--- config.mk ---
export PLATFORM = sky130hd
export DESIGN_NAME = d_ff_pipe_chain
export DESIGN_NICKNAME = d
export VERILOG_FILES = /design/src/rtl/d_ff_pipe_chain.sv
export SDC_FILE = /design/constraint.sdc
export NUM_CORES = 1
export LEC_CHECK = 0
export CORE_MARGIN = 1.5
export CORE_UTILIZATION = 23
export DETAILED_ROUTE_END_ITERATION = 16
export HOLD_SLACK_MARGIN = 0.12
export PLACE_DENSITY = 0.47
export SETUP_SLACK_MARGIN = 0.05
export SLEW_MARGIN = 20
export SYNTH_ARGS = -nofsm -noshare
export SYNTH_HDL_FRONTEND = slang
export SYNTH_SLANG_ARGS = --single-unit
--- constraint.sdc ---
create_clock -name clk -period 3.3 [get_ports clk]
set_clock_uncertainty 0.2 [all_clocks]
set_input_delay 0.825 -clock clk [delete_from_list [all_inputs] [get_ports clk]]
set_output_delay 0.825 -clock clk [all_outputs]
set_load 0.01 [all_outputs]
--- src/rtl/d_ff_pipe_chain.sv ---
// Elastic delay line: DEPTH registers of WIDTH bits with a valid/ready handshake
// per stage, bubble collapse, synchronous flush and a registered occupancy count.
module d_ff_pipe_chain #(
  parameter int              WIDTH     = 32,
  parameter int              DEPTH     = 2,
  parameter logic [WIDTH-1:0] RESET_VAL = '0
) (
  input  logic                       clk,
  input  logic                       rst_i,
  input  logic                       flush_i,
  input  logic                       in_valid_i,
  output logic                       in_ready_o,
  input  logic [WIDTH-1:0]           in_data_i,
  output logic                       out_valid_o,
  input  logic                       out_ready_i,
  output logic [WIDTH-1:0]           out_data_o,
  output logic [$clog2(DEPTH+1)-1:0] count_o
);

  localparam int CW = $clog2(DEPTH + 1);

  logic [DEPTH-1:0] v_q, v_d;
  logic [WIDTH-1:0] d_q [DEPTH];
  logic [WIDTH-1:0] d_d [DEPTH];
  logic [CW-1:0]    count_q, count_d;

  // What each stage would load: the previous stage, or the input port for stage 0.
  logic [DEPTH-1:0] v_src;
  logic [WIDTH-1:0] d_src [DEPTH];
  logic [DEPTH-1:0] rdy;
  logic             in_xfer, out_xfer;

  // A stage can load when it is empty or when the stage after it is loading;
  // the chain is evaluated from the output side back to the input side.
  always_comb begin : ready_chain
    logic r;
    r = out_ready_i;
    for (int k = DEPTH - 1; k >= 0; k--) begin
      r      = ~v_q[k] | r;
      rdy[k] = r;
    end
  end

  assign in_ready_o  = rdy[0] & ~flush_i;
  assign out_valid_o = v_q[DEPTH-1] & ~flush_i;
  assign out_data_o  = d_q[DEPTH-1];
  assign count_o     = count_q;
  assign in_xfer     = in_valid_i & in_ready_o;
  assign out_xfer    = out_valid_o & out_ready_i;

  for (genvar k = 0; k < DEPTH; k++) begin : g_src
    if (k == 0) begin : g_head
      assign v_src[k] = in_xfer;
      assign d_src[k] = in_data_i;
    end else begin : g_body
      assign v_src[k] = v_q[k-1];
      assign d_src[k] = d_q[k-1];
    end
  end

  // NOTE: every signal written here gets a hold default first, so no latch is inferred.
  always_comb begin
    v_d     = v_q;
    count_d = count_q;
    for (int k = 0; k < DEPTH; k++) begin
      d_d[k] = d_q[k];
    end

    if (flush_i) begin
      // Flush kills the valid bits only; data registers keep their contents.
      v_d     = '0;
      count_d = '0;
    end else begin
      for (int k = 0; k < DEPTH; k++) begin
        if (rdy[k]) begin
          v_d[k] = v_src[k];
          if (v_src[k]) begin
            d_d[k] = d_src[k];
          end
        end
      end
      count_d = count_q + CW'(in_xfer) - CW'(out_xfer);
    end
  end

  // NOTE: non-blocking assignments only in sequential logic, so every stage
  // samples the pre-edge value of its neighbour.
  always_ff @(posedge clk) begin
    if (rst_i) begin
      v_q     <= '0;
      count_q <= '0;
      // NOTE: data registers are reset too, since out_data_o must read RESET_VAL after reset.
      for (int k = 0; k < DEPTH; k++) begin
        d_q[k] <= RESET_VAL;
      end
    end else begin
      v_q     <= v_d;
      count_q <= count_d;
      for (int k = 0; k < DEPTH; k++) begin
        d_q[k] <= d_d[k];
      end
    end
  end

endmodule

* Yosys cells after proc, flatten, opt, wreduce, memory -nomap -nowiden
Memories as Yosys holds them, arrays and structs flattened. Cells that the tools add are included.
Cells by class: add/subtract/negate cells 2, mux-type cells 10, bitwise operators 11, reduce and logical (&&, ||, !) cells 1
Operators with widths (count):
- $mux W32 | 6
- $mux W64 | 1
- $and A1 B1 Y1 | 4
- $or A1 B1 Y1 | 4
- $mux W1 | 3
- $not A1 Y1 | 3
- $add A2 B1 Y2 | 1
- $reduce_or A2 Y1 | 1
- $sub A2 B1 Y2 | 1
Storage, ports and cells: flip-flop bits (word level) 4, bits in writable memories 64, input bits 37, output and inout bits 36, word-level logic and storage cells 28, memories 1
Memories:
- d_q | depth 2, width 32, rd ports 2, clocked after memory_dff 0, wr ports 2, line 23 | logic [WIDTH-1:0] d_q [DEPTH];

* Longest topological paths before layout
Gate-level depths: netlist (run 1).
word-level depth 9, gate-level depth with buffers 11, mapped depth without buffers 9

* Worst setup path before layout (run 1)
No wires, ideal clock.
kind in2reg, from in flush_i, to reg count_q[1] (netlist: count_o[1]), arrival 2.413 ns, data required time 2.982 ns, setup slack 0.569 ns, cell stages on the path 11, path buffers 2, cells stage by stage buf_6 -> nand2b_1 -> a21oi_4 -> buf_12 -> inv_1 -> ha_1 -> inv_1 -> ha_1 -> xor2_1 -> xnor2_1 -> nor3_1
On the way: cells in the longest elaborated chain, start to end 5, elaborated cells on any way between the ends 8
RTL lines:
- from (decl) | line 10 | input logic flush_i,
- $not A1 Y1 | line 44, 45
- $and A1 B1 Y1 | line 44 | assign in_ready_o = rdy[0] & ~flush_i;
- $and A1 B1 Y1 | line 48 | assign in_xfer = in_valid_i & in_ready_o;
- $add A2 B1 Y2 | line 82 | count_d = count_q + CW'(in_xfer) - CW'(out_xfer);
- $sub A2 B1 Y2 | line 82
- to (signal assigned) | line 98 | count_q <= count_d;
- to (decl) | line 25 | logic [CW-1:0] count_q, count_d;
Several ways; a longest one is shown, not always the timed one. A chain may end at the register's enable or synchronous reset.

* Worst setup path after layout (run 1)
from in flush_i, to out out_valid_o
On the way: cells in the longest elaborated chain, start to end 2
RTL lines:
- $not A1 Y1 | line 45 | assign out_valid_o = v_q[DEPTH-1] & ~flush_i;
- $and A1 B1 Y1 | line 45
- to (decl) | line 14 | output logic out_valid_o,
No other way between the ends.

==> reports/results.ini, run 1 <==
[clock_network]
cts_buffers = 9
cts_sinks = 68
root_buffer = clkbuf_16
clockBufferDepth = 2
cts_tree = done
clk-insertion-delay-late_ns = 0.32
cts_setup_buffers = 0
clk_pin_slew_ns = 0.05
htreeDepth = 3

[grt]
grt_pass1_vias = 2269
grt_overflow = 0
grt_usage_pct = 10.2
grt_pass1_wl_um = 11400
antenna_found_initial = 0
grt_max_degree = 101

[yosys]
synth-edff-count = 0
ys_seq_elements = 68
async_reset_ff_share_pct = 0
yosysWarnings = 0
synth_area_leaders = dfxtp_1 43%, nand2b_1 13%, mux2i_1 10%, buf_4 7.7%, a21oi_1 5.4%
postSynthCellCount = 342
yosysMostFrequentCell = dfxtp_1
synth.distinct_cells = 23
netlist_area_um2 = 3130
ys_seq_area_share_pct = 43.5
avgSynthCellArea_um2 = 9.16
syn-num-nets = 381
synth_flop_cell = dfxtp_1
synth_top_cell_by_area = dfxtp_1
synth_commonest_cells = 68 x dfxtp_1, 67 x nand2b_1, 34 x a21oi_1
synth_top_cell_area_share_pct = 43.5

[routing]
routed_via_density = 4.17
vias = 2309
drc = 0
wirelength_um = 7110
drt_iter0_drc = 157
wl_per_cell_um = 12.8
dr.pass1.iters = 4
antenna_left = 0

[setup_path]
worstSetupStartpointType = primary input
critPathKind = in -> out
crit_arrival_ns = 2.06
critPathCaptureType = primary output
required_ns = 2.27
cp_max_fo = 3

[layout]
areaGrowthSynthToFinish_pct = 29.4
final_layout_size_suffix_gt1_share_pct = 6.61
layout.nets = 412
fillCellCount = 1421
diodes = 0

[pwr]
total_leakage_power_nw = 1.40
total_power_mw = 1.97
ir_worst_vdd_v = 0.000220
powerDensity_nw_per_um2 = 485

[die]
coreArea_um2 = 13200
dieArea_um2 = 14300
die_h_um = 120
placementRows = 42
fp.dieW_um = 120
initial_core_util_pct = 23.6
ios = 73

[run_status]
status = completed

[timing]
period_needed_ns = 3.08
min_period_over_period_pct = 93.4
hold_viol = 0
worstMarginPinSlew_ns = 0.576
fmax_ghz = 0.324
rsz0062_at_grt = false
setup_viol_count_final = 0
final_max_slew_viol_count = 0
fin_setup_tns_ns = 0
slew_headroom_pct = 61.6

[job]
cap_violations = 0

[place]
dp_hpwl_um = 4620
io_buffers = 72
routabilityCongestion = 0.675

[worst_hold_path]
hold_class = reg -> reg

registers in the layout (all words and copies together) (netlist names):
register and cells:
v_q 2, count_o 2, d_q 64
path summary, 6_finish.rpt:
path,cells past startpoint,to,slack [ns],from
worst max-delay path,3,out_valid_o,0.22,flush_i
worst min-delay path,2,d_q[0][41],0.27,d_q[0][9]
worst max register to register,10,count_o[1],1.16,v_q[1]
worst min register to register,2,d_q[0][41],0.27,d_q[0][9]
where the power goes:
part           switching [mW]  total (mW)  internal, mW
Combinational          0.0650       0.153        0.0881
Clock                   0.329       0.956         0.627
Sequential             0.0129       0.859         0.846
Total                   0.407        1.97          1.56
final cells by class:
type	instances	area (um^2)	area share [%]
flip-flops and latches	68	1360	33.6
multi-input cells	211	1360	33.5
repair buffers	81	811	20.0
clock buffers	15	268	6.60
well taps	176	220	5.43
clock inverters	1	30.0	0.741
inverters	2	7.51	0.185
placed cells by master, fill, tap and decap left out:
cell type,n
a21oi_1,34
a21oi_4,1
and2_1,1
and2b_1,1
buf_12,2
buf_2,1
buf_4,7
bufinv_16,1
clkbuf_1,4
clkbuf_16,9
clkbuf_8,2
clkdlybuf4s50_1,70
dfxtp_1,68
dlymetal6s2s_1,1
ha_1,2
inv_1,2
mux2i_1,32
nand2b_1,67
nand3_1,32
nor2_1,1
nor2b_4,2
nor3_1,3
nor3b_1,1
o21ai_0,25
o21ai_1,7
xnor2_1,1
xor2_1,1
metal layers:
metal / track usage [%] / share of wire, % / up-vias
met3: 3.61 / 5.0 / 9
met5: 0 / 0 / -
met4: 4.24 / 1.4 / 0
li1: - / - / 1177
met1: 12.7 / 48 / 1074
met2: 15.8 / 46 / 49
logic make-up (layout without fill, tap and decap cells):
family                   count (synthesis)  count (layout)  synth area share (%)
buffers and inverters                   63              99                  13.7
adder cells (fa/ha/maj)                  2               2                 0.799
flip-flops                              68              68                  43.5
AO/OA/AOI/OAI                           67              67                  11.1
AND/OR/NAND/NOR                        108             108                  20.2
multiplexers                            32              32                  10.2
XOR/XNOR                                 2               2                 0.559
timing repair:
item                       CTS  global route
hold buffers                 0             0
gates resized for setup      0             1
setup endpoints to repair    0             1
per-stage QoR:
step           cells  hold slack [ns]  area, um^2  utilization (%)  setup WS (ns)
2_1_floorplan    342            0.244        3130                -          0.569
3_3_place_gp     538            0.251        3750             28.3         0.0734
3_5_place_dp     538            0.257        3750             28.3         0.0914
4_1_cts          554            0.270        4050             30.6         0.0668
5_1_grt          554            0.286        4050             30.6          0.176
6_report         554            0.266        4050             30.6          0.216
critical path, stage by stage:
cell	delay [ns]
clkdlybuf4s50_1	0.44
and2b_1	0.25
clkdlybuf4s50_1	0.54
Power figures use the tool's default switching activity.
==> inputs of run 2 (changes only) <==
--- a/config.mk
+++ b/config.mk
@@ -6,11 +6,11 @@
 export NUM_CORES = 1
 export LEC_CHECK = 0
 export CORE_MARGIN = 1.5
-export CORE_UTILIZATION = 23
+export CORE_UTILIZATION = 50
 export DETAILED_ROUTE_END_ITERATION = 16
 export HOLD_SLACK_MARGIN = 0.12
-export PLACE_DENSITY = 0.47
-export SETUP_SLACK_MARGIN = 0.05
+export PLACE_DENSITY = 0.8
+export SETUP_SLACK_MARGIN = 0.02
 export SLEW_MARGIN = 20
 export SYNTH_ARGS = -nofsm -noshare
 export SYNTH_HDL_FRONTEND = slang
==> reports/results.ini, run 2 (synthesis results as in run 1) <==
[setup_path]
critPathKind = in -> out
required_ns = 2.27
cp_slowest_cell = clkdlybuf4s50_1
critPathCaptureType = primary output
startpoint = out_ready_i
critical-path-max-stage-delay_ns = 0.57
path_cells = clkdlybuf4s50_1 -> nor2b_2 -> a21oi_1 -> clkdlybuf4s50_1
worstSetupStartpointType = primary input
critPathBufInv = 2
crit_top_cell = clkdlybuf4s50_1
reg2reg_from = v_q[1]
crit_arrival_ns = 2.14
r2r_slack_ns = 1.13
path_delay_family = buffers and inverters
cp_max_fo = 3

[clock_network]
clockBufferDepth = 2
clk-insertion-delay-late_ns = 0.33
cts_setup_buffers = 0
cts_sinks = 68
hold_buffers = 0
cts_tree = done
clk_pin_slew_ns = 0.07
cts_buffers = 9
cts_resized = 0
htreeDepth = 3
root_buffer = clkbuf_8

[layout]
layout.nets = 412
fillCellCount = 528
layout_commonest_cell = clkdlybuf4s50_1
largest_reg_flops = 64
fin_area_um2 = 3750
areaGrowthSynthToFinish_pct = 19.9
top_register = d_q
final_layout_size_suffix_gt1_share_pct = 6.63
final_cell_mix = 71 x clkdlybuf4s50_1, 68 x dfxtp_1, 67 x nand2b_1, 34 x a21oi_1
diodes = 0
final_core_util_pct = 62.7

[place]
io_buffers = 72
dp_hpwl_um = 3950
postPlaceCellArea_um2 = 3600
dp_slack_ns = 0.139
routabilityCongestion = 0.745

[grt]
grt_usage_pct = 19.8
grt_overflow = 0
grt_pass1_vias = 2178
grt_max_degree = 69
grt_pass1_wl_um = 10100
antenna_found_initial = 0

[timing]
worstMarginPinSlew_ns = 0.576
fmax_ghz = 0.316
rsz0062_at_grt = false
finalWorstSetupSlack_ns = 0.140
hold_viol = 0
fin_setup_tns_ns = 0
min_period_over_period_pct = 95.8
slew_headroom_pct = 61.6
setup_viol_count_final = 0
final_max_slew_viol_count = 0
period_needed_ns = 3.16

[run_status]
status = completed

[die]
initial_core_util_pct = 52.3
coreArea_um2 = 5990
ios = 73
dieArea_um2 = 6750
placementRows = 28
fp.dieW_um = 82.1
die_h_um = 82.1

[pwr]
total_power_mw = 1.56
switchingPower_mw = 0.363
power_frac_clock_pct = 35.5
intPower_mw = 1.20
ir_worst_vdd_v = 0.000303
total_leakage_power_nw = 1.32
netSwitchingFraction_pct = 23.3
power.share.sequential_pct = 55.0
powerDensity_nw_per_um2 = 415
power_frac_comb_pct = 9.6

[routing]
wirelength_um = 6240
wl_per_cell_um = 13.8
drt_iter0_drc = 110
routed_via_density = 5.14
drc = 0
dr.pass1.iters = 6
antenna_left = 0
vias = 2322

[worst_hold_path]
hold_path.startpoint = d_q[0][11]
hold_class = reg -> reg

[job]
cap_violations = 0

[run 2: worst paths after layout]
check                                   to  cells past startpoint
worst max-delay path            in_ready_o                      4
worst max register to register  count_o[1]                     10
worst min-delay path            d_q[0][43]                      2
worst min register to register  d_q[0][43]                      2
[run 2: worst register-to-register path: stages, from the launching register on]
cell and delay [ns]:
dfxtp_1 0.32, nor2b_2 0.15, buf_4 0.24, a21oi_4 0.19
inv_1 0.06, ha_1 0.29, inv_1 0.06, ha_1 0.17
xor2_1 0.19, xnor2_1 0.13, nor3_1 0.06
[run 2: final cells by class]
type | count | area (um^2) | area share, %
inverter | 2 | 7.51 | 0.200
clock inverter | 3 | 15.0 | 0.400
tap | 75 | 93.8 | 2.50
multi-input combinational | 211 | 1350 | 35.9
clock buffer | 12 | 135 | 3.60
sequential | 68 | 1360 | 36.3
timing repair buffer | 81 | 796 | 21.2
[run 2: power by group through the flow]
stage	registers, mW	logic (mW)	clock network, mW
after floorplan	0.873	0.0936	0
after CTS	0.857	0.151	0.568
after global placement	0.875	0.148	0
after global routing	0.860	0.164	0.601
final	0.857	0.149	0.553
after detailed placement	0.876	0.150	0
[run 2: per-layer routing]
metal	track usage, %	vias up	share of wire, %
met5	0	-	0
met1	24.9	1083	46
met3	6.70	6	5.5
met2	32.8	59	48
met4	4.58	0	0.66
li1	-	1174	-
[run 2: metrics by stage]
| step | instances | hold WS (ns) |
|---|---|---|
| after floorplan | 342 | 0.244 |
| after global placement | 437 | 0.248 |
| after detailed placement | 437 | 0.255 |
| after CTS | 452 | 0.262 |
| after global routing | 452 | 0.285 |
| final | 452 | 0.263 |
==> inputs of run 3 (changes only) <==
--- a/config.mk
+++ b/config.mk
@@ -6,10 +6,9 @@
 export NUM_CORES = 1
 export LEC_CHECK = 0
 export CORE_MARGIN = 1.5
-export CORE_UTILIZATION = 50
+export CORE_UTILIZATION = 35
 export DETAILED_ROUTE_END_ITERATION = 16
 export HOLD_SLACK_MARGIN = 0.12
-export PLACE_DENSITY = 0.8
 export SETUP_SLACK_MARGIN = 0.02
 export SLEW_MARGIN = 20
 export SYNTH_ARGS = -nofsm -noshare
==> reports/results.ini, run 3 (synthesis results as in run 1) <==
[run_status]
status = completed

[worst_hold_path]
hold_path.startpoint = d_q[0][21]
hold_class = reg -> reg
min_delay_path_depth = 2
whs_endpoint = d_q[0][53]

[timing]
fmax_ghz = 0.312
period_needed_ns = 3.20
worstMarginPinSlew_ns = 0.586
rsz0062_at_grt = false
fin_setup_tns_ns = 0
final_max_slew_viol_count = 0
min_period_over_period_pct = 97.0
hold_viol = 0
setup_viol_count_final = 0
slew_headroom_pct = 60.9

[layout]
final_layout_size_suffix_gt1_share_pct = 6.90
largest_reg_flops = 64
final_cell_mix = 71 x clkdlybuf4s50_1, 68 x dfxtp_1, 67 x nand2b_1, 34 x a21oi_1
diodes = 0
top_register = d_q
areaGrowthSynthToFinish_pct = 22.1
layout_commonest_cell = clkdlybuf4s50_1
layout.nets = 412
fillCellCount = 886

[setup_path]
r2r_end = count_o[1]
r2r_slack_ns = 1.15
crit_arrival_ns = 2.18
critPathBufInv = 2
cp_slowest_cell = clkdlybuf4s50_1
critical-path-max-stage-delay_ns = 0.57
rr_worst_depth = 10
worstSetupStartpointType = primary input
required_ns = 2.27
critPathCaptureType = primary output
critPathKind = in -> out
worstSetupPathDepth = 4
path_delay_family = buffers and inverters
reg2reg_from = v_q[1]
crit_top_cell = clkdlybuf4s50_1
cp_max_fo = 3
path_cells = clkdlybuf4s50_1 -> nor2b_4 -> a21oi_1 -> clkdlybuf4s50_1

[clock_network]
clk_pin_slew_ns = 0.06
cts_setup_buffers = 0
cts_sinks = 68
clk-insertion-delay-late_ns = 0.33
cts_resized = 0
htreeDepth = 3
clockBufferDepth = 2
hold_buffers = 0
cts_buffers = 9
cts_tree = done
root_buffer = clkbuf_8

[die]
dieArea_um2 = 9520
coreArea_um2 = 8680
placementRows = 34
ios = 73
fp.dieW_um = 97.6
initial_core_util_pct = 36.1
die_h_um = 97.6

[routing]
dr.pass1.iters = 4
drt_iter0_drc = 71
drc = 0
wl_per_cell_um = 13.0
vias = 2286
antenna_left = 0
wirelength_um = 6320
routed_via_density = 4.71

[grt]
grt_pass1_vias = 2222
grt_max_degree = 56
grt_overflow = 0
grt_usage_pct = 13.7
antenna_found_initial = 0
grt_pass1_wl_um = 10600

[place]
io_buffers = 72
routabilityCongestion = 0.660
dp_hpwl_um = 3930

[pwr]
total_leakage_power_nw = 1.33
ir_worst_vdd_v = 0.000188
total_power_mw = 1.60
powerDensity_nw_per_um2 = 419

[job]
cap_violations = 0

run 3: cell types whose count changed in the layout (fill, tap and decap cells not counted):
cell,change
clkbuf_1,-1
clkbuf_8,+2
clkinv_2,-1
nor2b_2,-2
nor2b_4,+2
run 3: per-stage QoR:
stage               utilization [%]  hold slack, ns  worst slack (ns)  area (um^2)  std cells
floorplan                         -           0.244             0.569         3130        342
global placement               42.1           0.249            0.0806         3660        470
detailed placement             42.1           0.256            0.0892         3660        470
CTS                            44.1           0.261            0.0689         3820        485
global route                   44.1           0.277            0.0576         3820        485
finish                         44.1           0.263            0.0988         3820        485
run 3: worst min-delay path, delay by kind of cell, from the launching register on:
family | cells | cell delay (ns)
AOI/OAI and AO/OA | 1 | 0.05
DFF | 1 | 0.31
and+or+nand+nor | 1 | 0.06
run 3: worst max path at each step:
stage                start         end  slack (ns)
6_report       out_ready_i  in_ready_o         0.1
5_1_grt        out_ready_i  in_ready_o        0.06
4_1_cts        out_ready_i  in_ready_o        0.07
3_5_place_dp   out_ready_i  in_ready_o        0.09
3_3_place_gp   out_ready_i  in_ready_o        0.08
2_1_floorplan      flush_i  count_o[1]        0.57
run 3: cell type report:
cell class / instances / area, um^2 / share of cell area [%]
clock buffer: 13 / 159 / 4.15
clock inverter: 2 / 10.0 / 0.262
inverter: 2 / 7.51 / 0.196
multi-input combinational: 211 / 1360 / 35.5
sequential: 68 / 1360 / 35.6
tap: 108 / 135 / 3.53
timing repair buffer: 81 / 796 / 20.8
run 3: layer usage:
| layer | part of all wire (%) | global-route usage [%] | vias to the layer above |
|---|---|---|---|
| met1 | 47 | 17.2 | 1055 |
| met3 | 4.7 | 3.38 | 4 |
| met4 | 0.54 | 5.60 | 0 |
| met5 | 0 | 0 | - |
| li1 | - | - | 1172 |
| met2 | 48 | 22.5 | 55 |
run 3: report_power, final:
group,leakage [nW],internal (mW),switching [mW]
combinational,0.687,0.0868,0.0628
sequential,0.552,0.845,0.0125
clock,0.0893,0.308,0.286
total,1.33,1.24,0.361
